## src/rtl/iot_byte_feeder_pkg.sv

```systemverilog
// Shared types and constants for the IoT byte feeder and the filter-side benches.
// Holds word/byte geometry, the FIFO entry layout and the filter function encodings.
package iot_byte_feeder_pkg;

    localparam int IOT_WORD_W         = 128;
    localparam int IOT_BYTE_W         = 8;
    localparam int IOT_BYTES_PER_WORD = 16;

    typedef enum logic [2:0] {
        FN_NONE  = 3'd0,
        ENCRYPT  = 3'd1,
        DECRYPT  = 3'd2,
        CRC_GEN  = 3'd3,
        TOP2MAX  = 3'd4,
        LAST2MIN = 3'd5
    } fn_sel_t;

    typedef enum logic {
        ST_EMPTY = 1'b0,
        ST_SEND  = 1'b1
    } head_state_t;

    // One buffered word: 128 data bits plus the end-of-stream flag.
    typedef struct packed {
        logic                  last;
        logic [IOT_WORD_W-1:0] data;
    } fifo_entry_t;

endpackage

```

## src/rtl/iot_byte_feeder_if.sv

```systemverilog
// Word-side handshake and byte-side filter link of the feeder, bundled as one interface.
// master drives words and filter flow control; slave is the feeder itself.
interface iot_byte_feeder_if;
    import iot_byte_feeder_pkg::*;

    logic                  word_valid;
    logic [IOT_WORD_W-1:0] word_data;
    logic                  word_last;
    logic                  word_ready;
    logic                  halt;
    logic                  busy;
    logic                  in_en;
    logic [IOT_BYTE_W-1:0] iot_in;

    modport master (
        output word_valid, word_data, word_last, halt, busy,
        input  word_ready, in_en, iot_in
    );

    modport slave (
        input  word_valid, word_data, word_last, halt, busy,
        output word_ready, in_en, iot_in
    );

endinterface

```

## src/rtl/iot_word_fifo.sv

```systemverilog
// Synchronous word FIFO with full/empty flags; head entry is readable without latency
// so the byte mux can present byte 0 the cycle after a push into an empty FIFO.
module iot_word_fifo
    import iot_byte_feeder_pkg::*;
#(
    parameter int DEPTH = 4
) (
    input  logic        clk,
    input  logic        rst,
    input  logic        i_wr_en,
    input  fifo_entry_t i_wr_data,
    input  logic        i_rd_en,
    output fifo_entry_t o_rd_data,
    output logic        o_full,
    output logic        o_empty
);

    localparam int AW = $clog2(DEPTH);

    fifo_entry_t r_mem [DEPTH];
    logic [AW:0] r_wr_ptr;
    logic [AW:0] r_rd_ptr;
    logic        w_wr_fire;
    logic        w_rd_fire;

    // Extra pointer bit distinguishes full from empty when the indices match.
    assign o_empty   = (r_wr_ptr == r_rd_ptr);
    assign o_full    = (r_wr_ptr[AW] != r_rd_ptr[AW]) &&
                       (r_wr_ptr[AW-1:0] == r_rd_ptr[AW-1:0]);
    assign w_wr_fire = i_wr_en && !o_full;
    assign w_rd_fire = i_rd_en && !o_empty;
    assign o_rd_data = r_mem[r_rd_ptr[AW-1:0]];

    always_ff @(posedge clk) begin
        if (w_wr_fire) begin
            r_mem[r_wr_ptr[AW-1:0]] <= i_wr_data;
        end
    end

    always_ff @(posedge clk) begin
        if (rst) begin
            r_wr_ptr <= '0;
            r_rd_ptr <= '0;
        end else begin
            if (w_wr_fire) r_wr_ptr <= r_wr_ptr + 1'b1;
            if (w_rd_fire) r_rd_ptr <= r_rd_ptr + 1'b1;
        end
    end

endmodule

```

## src/rtl/iot_byte_feeder.sv

```systemverilog
// Buffers 128-bit words and serialises them byte 0..15 onto the filter's in_en/iot_in
// link, stalling on busy/halt and reporting sent words and end of stream.
module iot_byte_feeder
    import iot_byte_feeder_pkg::*;
#(
    parameter int DEPTH = 4,
    parameter int CNT_W = 16
) (
    input  logic             clk,
    input  logic             rst,
    iot_byte_feeder_if.slave bus,
    output logic [CNT_W-1:0] words_sent,
    output logic             stream_done
);

    localparam int IDX_W = $clog2(IOT_BYTES_PER_WORD);

    fifo_entry_t           w_wr_entry;
    fifo_entry_t           w_head;
    logic                  w_full;
    logic                  w_empty;
    logic                  w_push;
    logic                  w_in_en;
    logic                  w_pop;
    head_state_t           w_state;
    logic [IOT_BYTE_W-1:0] w_bytes [IOT_BYTES_PER_WORD];

    logic [IDX_W-1:0]      r_byte_idx;
    logic [CNT_W-1:0]      r_words_sent;
    logic                  r_stream_done;

    // Head state is a view of the FIFO occupancy, never a separate register.
    assign w_state = w_empty ? ST_EMPTY : ST_SEND;

    assign w_wr_entry.last = bus.word_last;
    assign w_wr_entry.data = bus.word_data;

    assign bus.word_ready = !w_full && !rst;
    assign w_push         = bus.word_valid && bus.word_ready;

    // busy arrives registered from the filter, so it gates the strobe directly.
    assign w_in_en   = (w_state == ST_SEND) && !bus.busy && !bus.halt && !rst;
    assign w_pop     = w_in_en && (r_byte_idx == IDX_W'(IOT_BYTES_PER_WORD - 1));
    assign bus.in_en = w_in_en;

    generate
        for (genvar gi = 0; gi < IOT_BYTES_PER_WORD; gi++) begin : g_byte_lane
            assign w_bytes[gi] = w_head.data[gi*IOT_BYTE_W +: IOT_BYTE_W];
        end
    endgenerate

    assign bus.iot_in = ((w_state == ST_EMPTY) || rst) ? '0 : w_bytes[r_byte_idx];

    iot_word_fifo #(
        .DEPTH (DEPTH)
    ) u_fifo (
        .clk       (clk),
        .rst       (rst),
        .i_wr_en   (w_push),
        .i_wr_data (w_wr_entry),
        .i_rd_en   (w_pop),
        .o_rd_data (w_head),
        .o_full    (w_full),
        .o_empty   (w_empty)
    );

    always_ff @(posedge clk) begin
        if (rst) begin
            r_byte_idx    <= '0;
            r_words_sent  <= '0;
            r_stream_done <= 1'b0;
        end else begin
            r_stream_done <= w_pop && w_head.last;
            if (w_in_en) r_byte_idx   <= r_byte_idx + 1'b1;
            if (w_pop)   r_words_sent <= r_words_sent + CNT_W'(1);
        end
    end

    assign words_sent  = r_words_sent;
    assign stream_done = r_stream_done;

endmodule

```

## src/flat_wrapper.sv

```systemverilog
// flat-port wrapper written by rule: the top's interface ports become plain ports
module iot_byte_feeder_flat import iot_byte_feeder_pkg::*;
#(
    parameter int DEPTH = 4,
    parameter int CNT_W = 16
)
  (clk, rst, words_sent, stream_done, bus_word_valid, bus_word_data, bus_word_last, bus_halt, bus_busy, bus_word_ready, bus_in_en, bus_iot_in);
  iot_byte_feeder_if bus_i ();
  input  logic clk;
  input  logic rst;
  output logic [CNT_W-1:0] words_sent;
  output logic stream_done;
  input wire logic [$bits(bus_i.word_valid)-1:0] bus_word_valid;
  input wire logic [$bits(bus_i.word_data)-1:0] bus_word_data;
  input wire logic [$bits(bus_i.word_last)-1:0] bus_word_last;
  input wire logic [$bits(bus_i.halt)-1:0] bus_halt;
  input wire logic [$bits(bus_i.busy)-1:0] bus_busy;
  output wire logic [$bits(bus_i.word_ready)-1:0] bus_word_ready;
  output wire logic [$bits(bus_i.in_en)-1:0] bus_in_en;
  output wire logic [$bits(bus_i.iot_in)-1:0] bus_iot_in;
  assign bus_i.word_valid = bus_word_valid;
  assign bus_i.word_data = bus_word_data;
  assign bus_i.word_last = bus_word_last;
  assign bus_i.halt = bus_halt;
  assign bus_i.busy = bus_busy;
  assign bus_word_ready = bus_i.word_ready;
  assign bus_in_en = bus_i.in_en;
  assign bus_iot_in = bus_i.iot_in;
  iot_byte_feeder #(.DEPTH(DEPTH), .CNT_W(CNT_W)) u_core (.clk(clk), .rst(rst), .bus(bus_i), .words_sent(words_sent), .stream_done(stream_done));
endmodule
```

## config.mk

```make
export PLATFORM = sky130hd
export DESIGN_NAME = iot_byte_feeder_flat
export DESIGN_NICKNAME = d
export VERILOG_FILES = /design/src/rtl/iot_byte_feeder_pkg.sv /design/src/rtl/iot_byte_feeder_if.sv /design/src/rtl/iot_word_fifo.sv /design/src/rtl/iot_byte_feeder.sv /design/src/flat_wrapper.sv
export SDC_FILE = /design/constraint.sdc
export NUM_CORES = 1
export LEC_CHECK = 0
export BUFFER_PORTS_ARGS = -buffer_cell sky130_fd_sc_hd__buf_2
export CAP_MARGIN = 20
export CORE_MARGIN = 5
export CORE_UTILIZATION = 60
export DETAILED_ROUTE_END_ITERATION = 16
export PLACE_DENSITY = 0.89
export SETUP_SLACK_MARGIN = 0.5
export SKIP_LAST_GASP = 1
export SLEW_MARGIN = 30
export SYNTH_ARGS = -nofsm -noshare
export SYNTH_HDL_FRONTEND = slang
export SYNTH_SLANG_ARGS = --single-unit
```

## constraint.sdc

```tcl
create_clock -name clk -period 6.5 [get_ports clk]
set_input_delay 0.975 -clock clk [delete_from_list [all_inputs] [get_ports clk]]
set_output_delay 0.975 -clock clk [all_outputs]
set_load 0.05 [all_outputs]
```

==> results of run 1 <==
==> routing by layer <==
| metal | share of wire (%) | vias to the layer above | global-route usage [%] |
|---|---|---|---|
| li1 | - | 4515 | - |
| met1 | 37 | 5405 | 31.2 |
| met2 | 51 | 565 | 39.5 |
| met3 | 9.0 | 110 | 6.14 |
| met4 | 2.6 | 22 | 6.86 |
| met5 | 0.30 | - | 0 |
==> worst paths after layout <==
check	endpoint	slack (ns)	cells past startpoint
setup reg to reg	u_core.u_fifo.r_mem[0][21]	3.42	4
setup / recovery	bus_iot_in[0]	1.80	7
hold / removal	u_core.words_sent[15]	0.54	2
hold reg to reg	u_core.words_sent[15]	0.54	2
==> synthesized netlist by cell type (6+ instances only) <==
master      n
nor2_1     30
xor2_1     13
nand2_1    10
mux4_2    115
o22ai_1     9
a22o_1     20
buf_2      15
a211o_1     8
xnor2_1    12
edfxtp_1  516
a221oi_1    9
clkbuf_1   16
buf_4       6
dfxtp_1    29
mux2i_1    43
nand3_1    19
a22oi_1     7
and3_1      7
ha_1        7
o221ai_1   10
buf_6       9
==> logic make-up after synthesis <==
group | Yosys count
AO/OA/AOI/OAI | 91
XOR/XNOR | 25
adder cells (fa/ha/maj) | 7
buffers and inverters | 56
flip-flops | 545
multiplexers | 160
AND/OR/NAND/NOR | 100
==> power groups by stage <==
stage	sequential, uW	clock (uW)	combinational, uW
3_3_place_gp	4030	0	240
3_5_place_dp	4030	0	250
2_1_floorplan	4030	0	127
4_1_cts	3960	2870	254
6_report	3960	2830	253
5_1_grt	3960	3030	271
==> per-stage QoR <==
step | cells | util [%] | hold WS [ns] | instance area (um^2)
floorplan | 984 | - | 0.531 | 21000
global placement | 1567 | 64.5 | 0.488 | 22300
detailed placement | 1567 | 64.5 | 0.519 | 22300
CTS | 1661 | 69.1 | 0.536 | 23900
global route | 1666 | 69.1 | 0.579 | 23900
finish | 1672 | 69.2 | 0.538 | 23900
==> final cells by class <==
cell class,instances,area [um^2],area share [%]
well taps,455,569,2.38
multi-input cells,383,4630,19.4
clock buffers,70,1420,5.94
repair buffers,179,981,4.11
clock inverters,24,164,0.686
inverters,5,18.8,0.0786
diodes,11,27.5,0.115
flip-flops and latches,545,16100,67.3
==> cells in the final DEF, fill, tap and decap left out, types with 3 or more instances in the layout <==
cell | netlist | final
a211o_1 | 8 | 8
a21oi_1 | 3 | 3
a221oi_1 | 9 | 9
a22o_1 | 20 | 20
a22oi_1 | 7 | 7
a31oi_1 | 3 | 3
and2_4 | 0 | 4
and3_1 | 7 | 7
buf_12 | 0 | 3
buf_2 | 15 | 160
buf_4 | 6 | 16
clkbuf_1 | 16 | 14
clkbuf_16 | 0 | 53
clkbuf_8 | 0 | 3
clkinv_1 | 0 | 9
clkinv_2 | 0 | 11
dfxtp_1 | 29 | 25
diode_2 | 0 | 11
edfxtp_1 | 516 | 516
ha_1 | 7 | 7
inv_1 | 5 | 5
mux2i_1 | 43 | 43
mux4_2 | 115 | 115
nand2_1 | 10 | 10
nand3_1 | 19 | 19
nand3b_1 | 5 | 5
nand4_1 | 4 | 4
nor2_1 | 30 | 29
nor3_1 | 5 | 5
o211ai_1 | 4 | 4
o21ai_0 | 3 | 3
o221ai_1 | 10 | 10
o22ai_1 | 9 | 9
xnor2_1 | 12 | 12
xor2_1 | 13 | 13
==> state kept, by name, indices dropped and copies added (netlist names), named ones only <==
signal and count:
u_core.r_byte_idx 4, u_core.stream_done 1, u_core.u_fifo.r_mem 516, u_core.u_fifo.r_rd_ptr 3, u_core.u_fifo.r_wr_ptr 3, u_core.words_sent 16
==> critical path, delay by kind of cell (launching register included) <==
family,cells,cell delay [ns]
AO/OA/AOI/OAI,4,0.88
flip-flops,1,0.87
buffers and inverters,2,0.77
multiplexers,1,0.60
==> flow_summary.ini, run 1 <==
[die]
die_w_um = 197
rows = 68
coreArea_um2 = 34500
start_util_pct = 60.8
dieHeight_um = 197
pin_count = 161
die-area_um2 = 38900

[pwr]
powerDensity_nw_per_um2 = 295
swShare_pct = 20.1
pwr-share-seq_pct = 56.2
vdd_drop_max_mv = 0.265
p_leak_uw = 0.00769
p_int_uw = 5630
pwr-share-clk_pct = 40.2
power_uw = 7050
switchingPower_uw = 1420
power_frac_comb_pct = 3.6

[detailed_routing]
post-route-drc-count = 0
drtIter0Drc = 1168
ant_nets = 0
vias_per_cell = 6.35
totalWireLength_um = 46000
wl_per_cell_um = 27.5
drt_first_pass_iters = 5
vias = 10600

[synthesis]
synthCells = 984
synth_edf_count = 516
ys_warn_count = 0
yosysSeqAreaShare_pct = 76.5
ys_ff_latch = 545
synthDistinctLibCells = 57
synthFlopType = edfxtp_1
ys_async_sr_fraction_pct = 0
synth_compound_area_share_pct = 3.48
post_synth_xor_area_fraction_pct = 1.04
synth_area_leader_cell = edfxtp_1
synth_area_um2 = 21000
synthSimpleGateAreaFrac_pct = 2.47
synth.mux.area_fraction_pct = 14.5
avgSynthCellArea_um2 = 21.4
synth_top_family_by_area = multiplexers
yosysTopAreaCellShare_pct = 73.7
syn_nets = 1125
synth_fa_ha_area_share_pct = 0.417
synth_area_leaders = edfxtp_1, mux4_2, dfxtp_1

[sta]
setup_viol = 0
max_freq_ghz = 0.213
relSlewSlack_pct = 37.5
setup_tns_ns = 0
finalHoldViolCount = 0
drv_slew = 0
rsz0062_at_grt = false
period_minus_slack_ns = 4.70
fin_ws_ns = 1.80
post-route-period-util_pct = 72.3
skew_ns = 0.0131
worst_slew_pin_slew_ns = 0.938

[placed_design]
dpl_worst_slack_ns = 2.29
dp_hpwl_um = 27200
portBuffers = 160
place_congestion = 0.760

[global_routing]
antenna_found_initial = 21
grt_max_degree = 130
grt_pass1_wl_um = 68200
overflow = 0
grtUsageTotal_pct = 23.6
first_global_vias = 11000

[worst_setup_path]
crit_type = flop to output pin
worstPathRequired_ns = 5.52
cp_slowest_stage_delay_ns = 0.87
cp-end-kind = output pin
worstSetupStartpointType = flop
critPathSlowestCell = dfxtp_4
r2r-start = u_core.u_fifo.r_wr_ptr[0]
path_max_fanout = 39
worstPathArrival_ns = 3.72
path_cells = buf_4 -> mux4_2 -> a22o_1 -> a211o_1 -> o211ai_1 -> o221ai_1 -> buf_2

[clocking]
cts_inserted_buffers = 52
cts_setup_buffers = 0
root_buffer = clkbuf_16
clock-sinks = 545
clkLatencyLatePin_ns = 0.57
cts_tree = yes
cts_hold_buf = 0
path_clk_slew_ns = 0.06
htreeDepth = 2
cts_resized = 0
clock_path_buffers = 3

[finish]
drive_gt1_share_pct = 31.7
fillCellCount = 2048
layout.nets = 1307
area_growth_pct = 13.7

[run_status]
status = complete, no violations

[job]
cap_violations = 0

[hold_path]
hp-class = flop to flop
min_from = u_core.words_sent[15]
(Power assumes the default switching activity.)
==> run 2: changes to the inputs <==
Settings changed: CORE_UTILIZATION 60 to 54, PLACE_DENSITY 0.89 to 0.85.
Clock period 6.5 ns to 3.99 ns, I/O delays scaled along.
==> run 2 against run 1 <==
Sequential power grew 63%. Non-clock buffer count grew 48. Die area increased by 11%. Core utilization shrank 4.3 points. Critical path type unchanged. Largest power group unchanged. Sequential share of layout area shrank 3.0 points. Worst setup slack worse by 1.4 ns. Power grew 67%. Count of clock-buffer cells in the layout decreased by 2.
==> flow_summary.ini, run 2 (synthesized netlist as in run 1, its figures left out) <==
[run_status]
status = complete, no violations

[sta]
drv_slew = 0
period_minus_slack_ns = 3.63
skew_ns = 0.0149
setup_tns_ns = 0
max_freq_ghz = 0.275
post-route-period-util_pct = 91.0
setup_viol = 0
worst_slew_pin_slew_ns = 0.828
finalHoldViolCount = 0
rsz0062_at_grt = true
relSlewSlack_pct = 44.3

[clocking]
clkLatencyLatePin_ns = 0.59
root_buffer = clkbuf_16
clock_path_buffers = 3
htreeDepth = 2
path_clk_slew_ns = 0.07
clock-sinks = 545
cts_inserted_buffers = 54
cts_tree = yes

[detailed_routing]
totalWireLength_um = 52500
vias = 11300
drtIter0Drc = 1330
drt_first_pass_iters = 5
wl_per_cell_um = 29.3
ant_nets = 0
vias_per_cell = 6.31
post-route-drc-count = 0

[finish]
area_growth_pct = 19.0
layout_common_cells = edfxtp_1, buf_2, mux4_2, clkbuf_16, mux2i_1
layout.nets = 1357
largest_reg_flops = 516
layout_commonest_cell = edfxtp_1
drive_gt1_share_pct = 36.2
fin_cells = 1792

[worst_setup_path]
cpMostUsedCell = buf_6
path_max_fanout = 6
critPathSlowestCell = mux4_2
cp_slowest_stage_delay_ns = 0.58
crit_family = compound AO/OA/AOI/OAI gates
cp-end-kind = output pin
worstPathArrival_ns = 3.03
worstSetupStartpointType = flop
crit_type = flop to output pin
worst-path-buf-inv = 3
path_cells = buf_12 -> buf_6 -> mux4_2 -> a22o_1 -> a211o_1 -> o211ai_1 -> o221ai_2 -> buf_6
worstPathRequired_ns = 3.39

[die]
die_w_um = 207
die-area_um2 = 43000
start_util_pct = 54.5
rows = 72
pin_count = 161
dieHeight_um = 207
coreArea_um2 = 38600

[placed_design]
portBuffers = 160
dp_hpwl_um = 28800
dp.cells = 1647
place_congestion = 0.775

[global_routing]
antenna_found_initial = 23
grtUsageTotal_pct = 23.1
overflow = 0
first_global_vias = 11500
grt_max_degree = 83
grt_pass1_wl_um = 74500

[pwr]
powerDensity_nw_per_um2 = 470
vdd_drop_max_mv = 0.328
p_leak_uw = 0.00811

[hold_path]
hp-class = input port to flop

[job]
cap_violations = 0
==> run 2: cell type report <==
| class | count | area (um^2) |
|---|---|---|
| Multi-Input combinational cell | 383 | 4760 |
| Sequential cell | 545 | 16100 |
| Clock buffer | 68 | 1430 |
| Inverter | 5 | 18.8 |
| Tap cell | 518 | 648 |
| Fill cell | 2431 | 13500 |
| Clock inverter | 30 | 225 |
| Timing Repair Buffer | 227 | 1810 |
| Antenna cell | 16 | 40.0 |
==> run 2: path summary, 6_finish.rpt <==
check                            start                          to  slack [ns]  cells after the start
max                               flop               bus_iot_in[5]        0.36                      8
min                  bus_word_data[94]  u_core.u_fifo.r_mem[2][94]        0.22                      1
max reg2reg  u_core.u_fifo.r_wr_ptr[0]  u_core.u_fifo.r_mem[2][68]        1.37                      4
min reg2reg      u_core.words_sent[15]       u_core.words_sent[15]        0.52                      2
==> run 2: per-stage QoR <==
step | util (%) | power [uW] | worst slack (ns) | area (um^2) | hold slack [ns]
after floorplan | - | 6770 | 0.830 | 21000 | 0.531
after global placement | 58.7 | 6970 | 0.660 | 22600 | 0.490
after detailed placement | 58.7 | 7000 | 0.656 | 22600 | 0.511
after CTS | 64.2 | 11700 | 0.391 | 24800 | 0.191
after global routing | 64.9 | 12100 | 0.333 | 25000 | 0.207
final | 64.9 | 11800 | 0.359 | 25000 | 0.217
==> run 2: report_power, final <==
part           switching [uW]  leakage, uW  internal (uW)  total [uW]
combinational             294      0.00238            177         471
clock                    2110     0.000805           2720        4830
sequential               43.1      0.00492           6410        6450
total                    2450      0.00811           9310       11800
==> run 2: layer usage <==
metal | global-route usage, % | wire length, um
met5 | 0 | 117
met4 | 10.6 | 2000
met3 | 5.38 | 4970
met2 | 37.0 | 26300
met1 | 30.7 | 19100
==> run 2: what timing repair did <==
action,4_1_cts,5_1_grt
pin swaps,13,12
gates cloned,3,2
resized for setup,32,28
setup endpoints to repair,8,8
buffers inserted,21,5
hold buffers,0,0
==> run 3: changes to the inputs <==
==> constraint.sdc (replaced) <==
create_clock -name clk -period 3.99 [get_ports clk]
set_input_delay 0.399 -clock clk [delete_from_list [all_inputs] [get_ports clk]]
set_output_delay 0.399 -clock clk [all_outputs]
set_load 0.05 [all_outputs]
==> run 3 against run 2 <==
Via count increased by 0.41%. Clock skew increased by 0.0034 ns. Clock power decreased by 2%. Hold slack got worse by 0.19 ns. Power decreased by 0.87%. Core utilization decreased by 0.31 points. First-iteration DRC count decreased by 8.0%. Count of clock-buffer cells in the layout decreased by 1.
==> flow_summary.ini, run 3 (synthesized netlist as in run 1, its figures left out) <==
[run_status]
status = complete, no violations

[worst_setup_path]
worstPathRequired_ns = 3.59
worstPathArrival_ns = 3.15
path_max_fanout = 15
path_cells = buf_4 -> buf_6 -> mux4_2 -> a22o_1 -> a221oi_1 -> o221ai_2 -> buf_2
crit_type = flop to output pin
cp_slowest_stage_delay_ns = 0.57
worst-path-buf-inv = 3
r2r_setup_slack_ns = 1.28
critPathSlowestCell = mux4_2
crit_family = compound AO/OA/AOI/OAI gates
cp-end-kind = output pin
worstSetupStartpointType = flop

[finish]
seq_area_um2 = 16100
layout_common_cells = edfxtp_1, buf_2, mux4_2, clkbuf_16, mux2i_1
drive_gt1_share_pct = 33.0
area_growth_pct = 18.5
layout.nets = 1378
multi_input_area_um2 = 4660
fillCellCount = 2461
largest_reg_flops = 516
layout_commonest_cell = edfxtp_1

[pwr]
powerDensity_nw_per_um2 = 468
power_frac_comb_pct = 4.1
swShare_pct = 20.7
power_uw = 11700
pwr-share-clk_pct = 40.5
p_int_uw = 9240
pwr-share-seq_pct = 55.4
switchingPower_uw = 2420
vdd_drop_max_mv = 0.325
p_leak_uw = 0.00810

[sta]
fin_ws_ns = 0.441
finalHoldViolCount = 0
period_minus_slack_ns = 3.55
worst_slew_pin_slew_ns = 0.845
skew_ns = 0.0183
relSlewSlack_pct = 43.7
post-route-period-util_pct = 89.0
max_freq_ghz = 0.282
setup_viol = 0
setup_tns_ns = 0
drv_slew = 0
whs_ns = 0.0238
rsz0062_at_grt = true

[detailed_routing]
vias = 11300
vias_per_cell = 6.27
wl_met3_um = 4560
drt_first_pass_iters = 5
maxUsedRoutingLayer = met5
drtIter0Drc = 1224
ant_nets = 0
wl_per_cell_um = 28.2
totalWireLength_um = 51100
post-route-drc-count = 0
dr_wl_met2_um = 26000
met1Wirelength_um = 18400

[clocking]
htreeDepth = 2
clkLatencyLatePin_ns = 0.59
cts_inserted_buffers = 52
clock-sinks = 545
clock_path_buffers = 3
path_clk_slew_ns = 0.06
cts_tree = yes
root_buffer = clkbuf_16

[global_routing]
antenna_found_initial = 17
overflow = 0
grtUsageTotal_pct = 22.7
first_global_vias = 11700
grt_pass1_wl_um = 73800
grt_max_degree = 55

[hold_path]
hp-class = input port to flop

[die]
coreArea_um2 = 38600
rows = 72
start_util_pct = 54.5
pin_count = 161
die_w_um = 207
die-area_um2 = 43000
dieHeight_um = 207

[placed_design]
dp_hpwl_um = 29300
dpl_worst_slack_ns = 0.802
portBuffers = 160
place_congestion = 0.775

[job]
cap_violations = 0
==> run 3: worst paths after layout <==
path                                                 from                         end  depth (start not counted)
worst max register to register  u_core.u_fifo.r_wr_ptr[0]  u_core.u_fifo.r_mem[0][72]                          4
worst min register to register      u_core.words_sent[15]       u_core.words_sent[15]                          2
worst min-delay path                    bus_word_data[81]  u_core.u_fifo.r_mem[1][81]                          1
worst max-delay path                                 flop               bus_iot_in[0]                          7
==> run 3: power groups by stage <==
stage	logic, uW	registers [uW]	clock network, uW
finish	482	6450	4720
floorplan	207	6560	0
detailed placement	433	6570	0
CTS	475	6450	4740
global placement	415	6550	0
global route	512	6460	5010
==> run 3: cell type report <==
class / instances / area share [%]
Clock buffer: 67 / 5.54
Timing Repair Buffer: 250 / 7.43
Tap cell: 518 / 2.60
Multi-Input combinational cell: 383 / 18.7
Clock inverter: 30 / 0.920
Inverter: 5 / 0.0754
Sequential cell: 545 / 64.6
Antenna cell: 12 / 0.121
==> run 3: what timing repair did <==
item,4_1_cts,5_1_grt
endpoints found under the setup margin,8,7
gates resized for setup,8,6
buffers inserted,18,0
pin swaps,2,1
endpoints found under the hold margin,121,0
hold buffers,36,0
cloned,1,2
==> run 3: metal layers <==
layer  GRT usage, %  up-vias
met5              0        -
met4           10.4       12
met3           4.85      153
met2           36.8      741
met1           30.2     5771
li1               -     4668
==> run 3: per-stage QoR <==
step	area (um^2)	util, %	cells
2_1_floorplan	21000	-	984
6_report	24900	64.6	1810
4_1_cts	24800	64.3	1796
3_3_place_gp	22600	58.5	1644
3_5_place_dp	22600	58.5	1644
5_1_grt	24900	64.6	1808
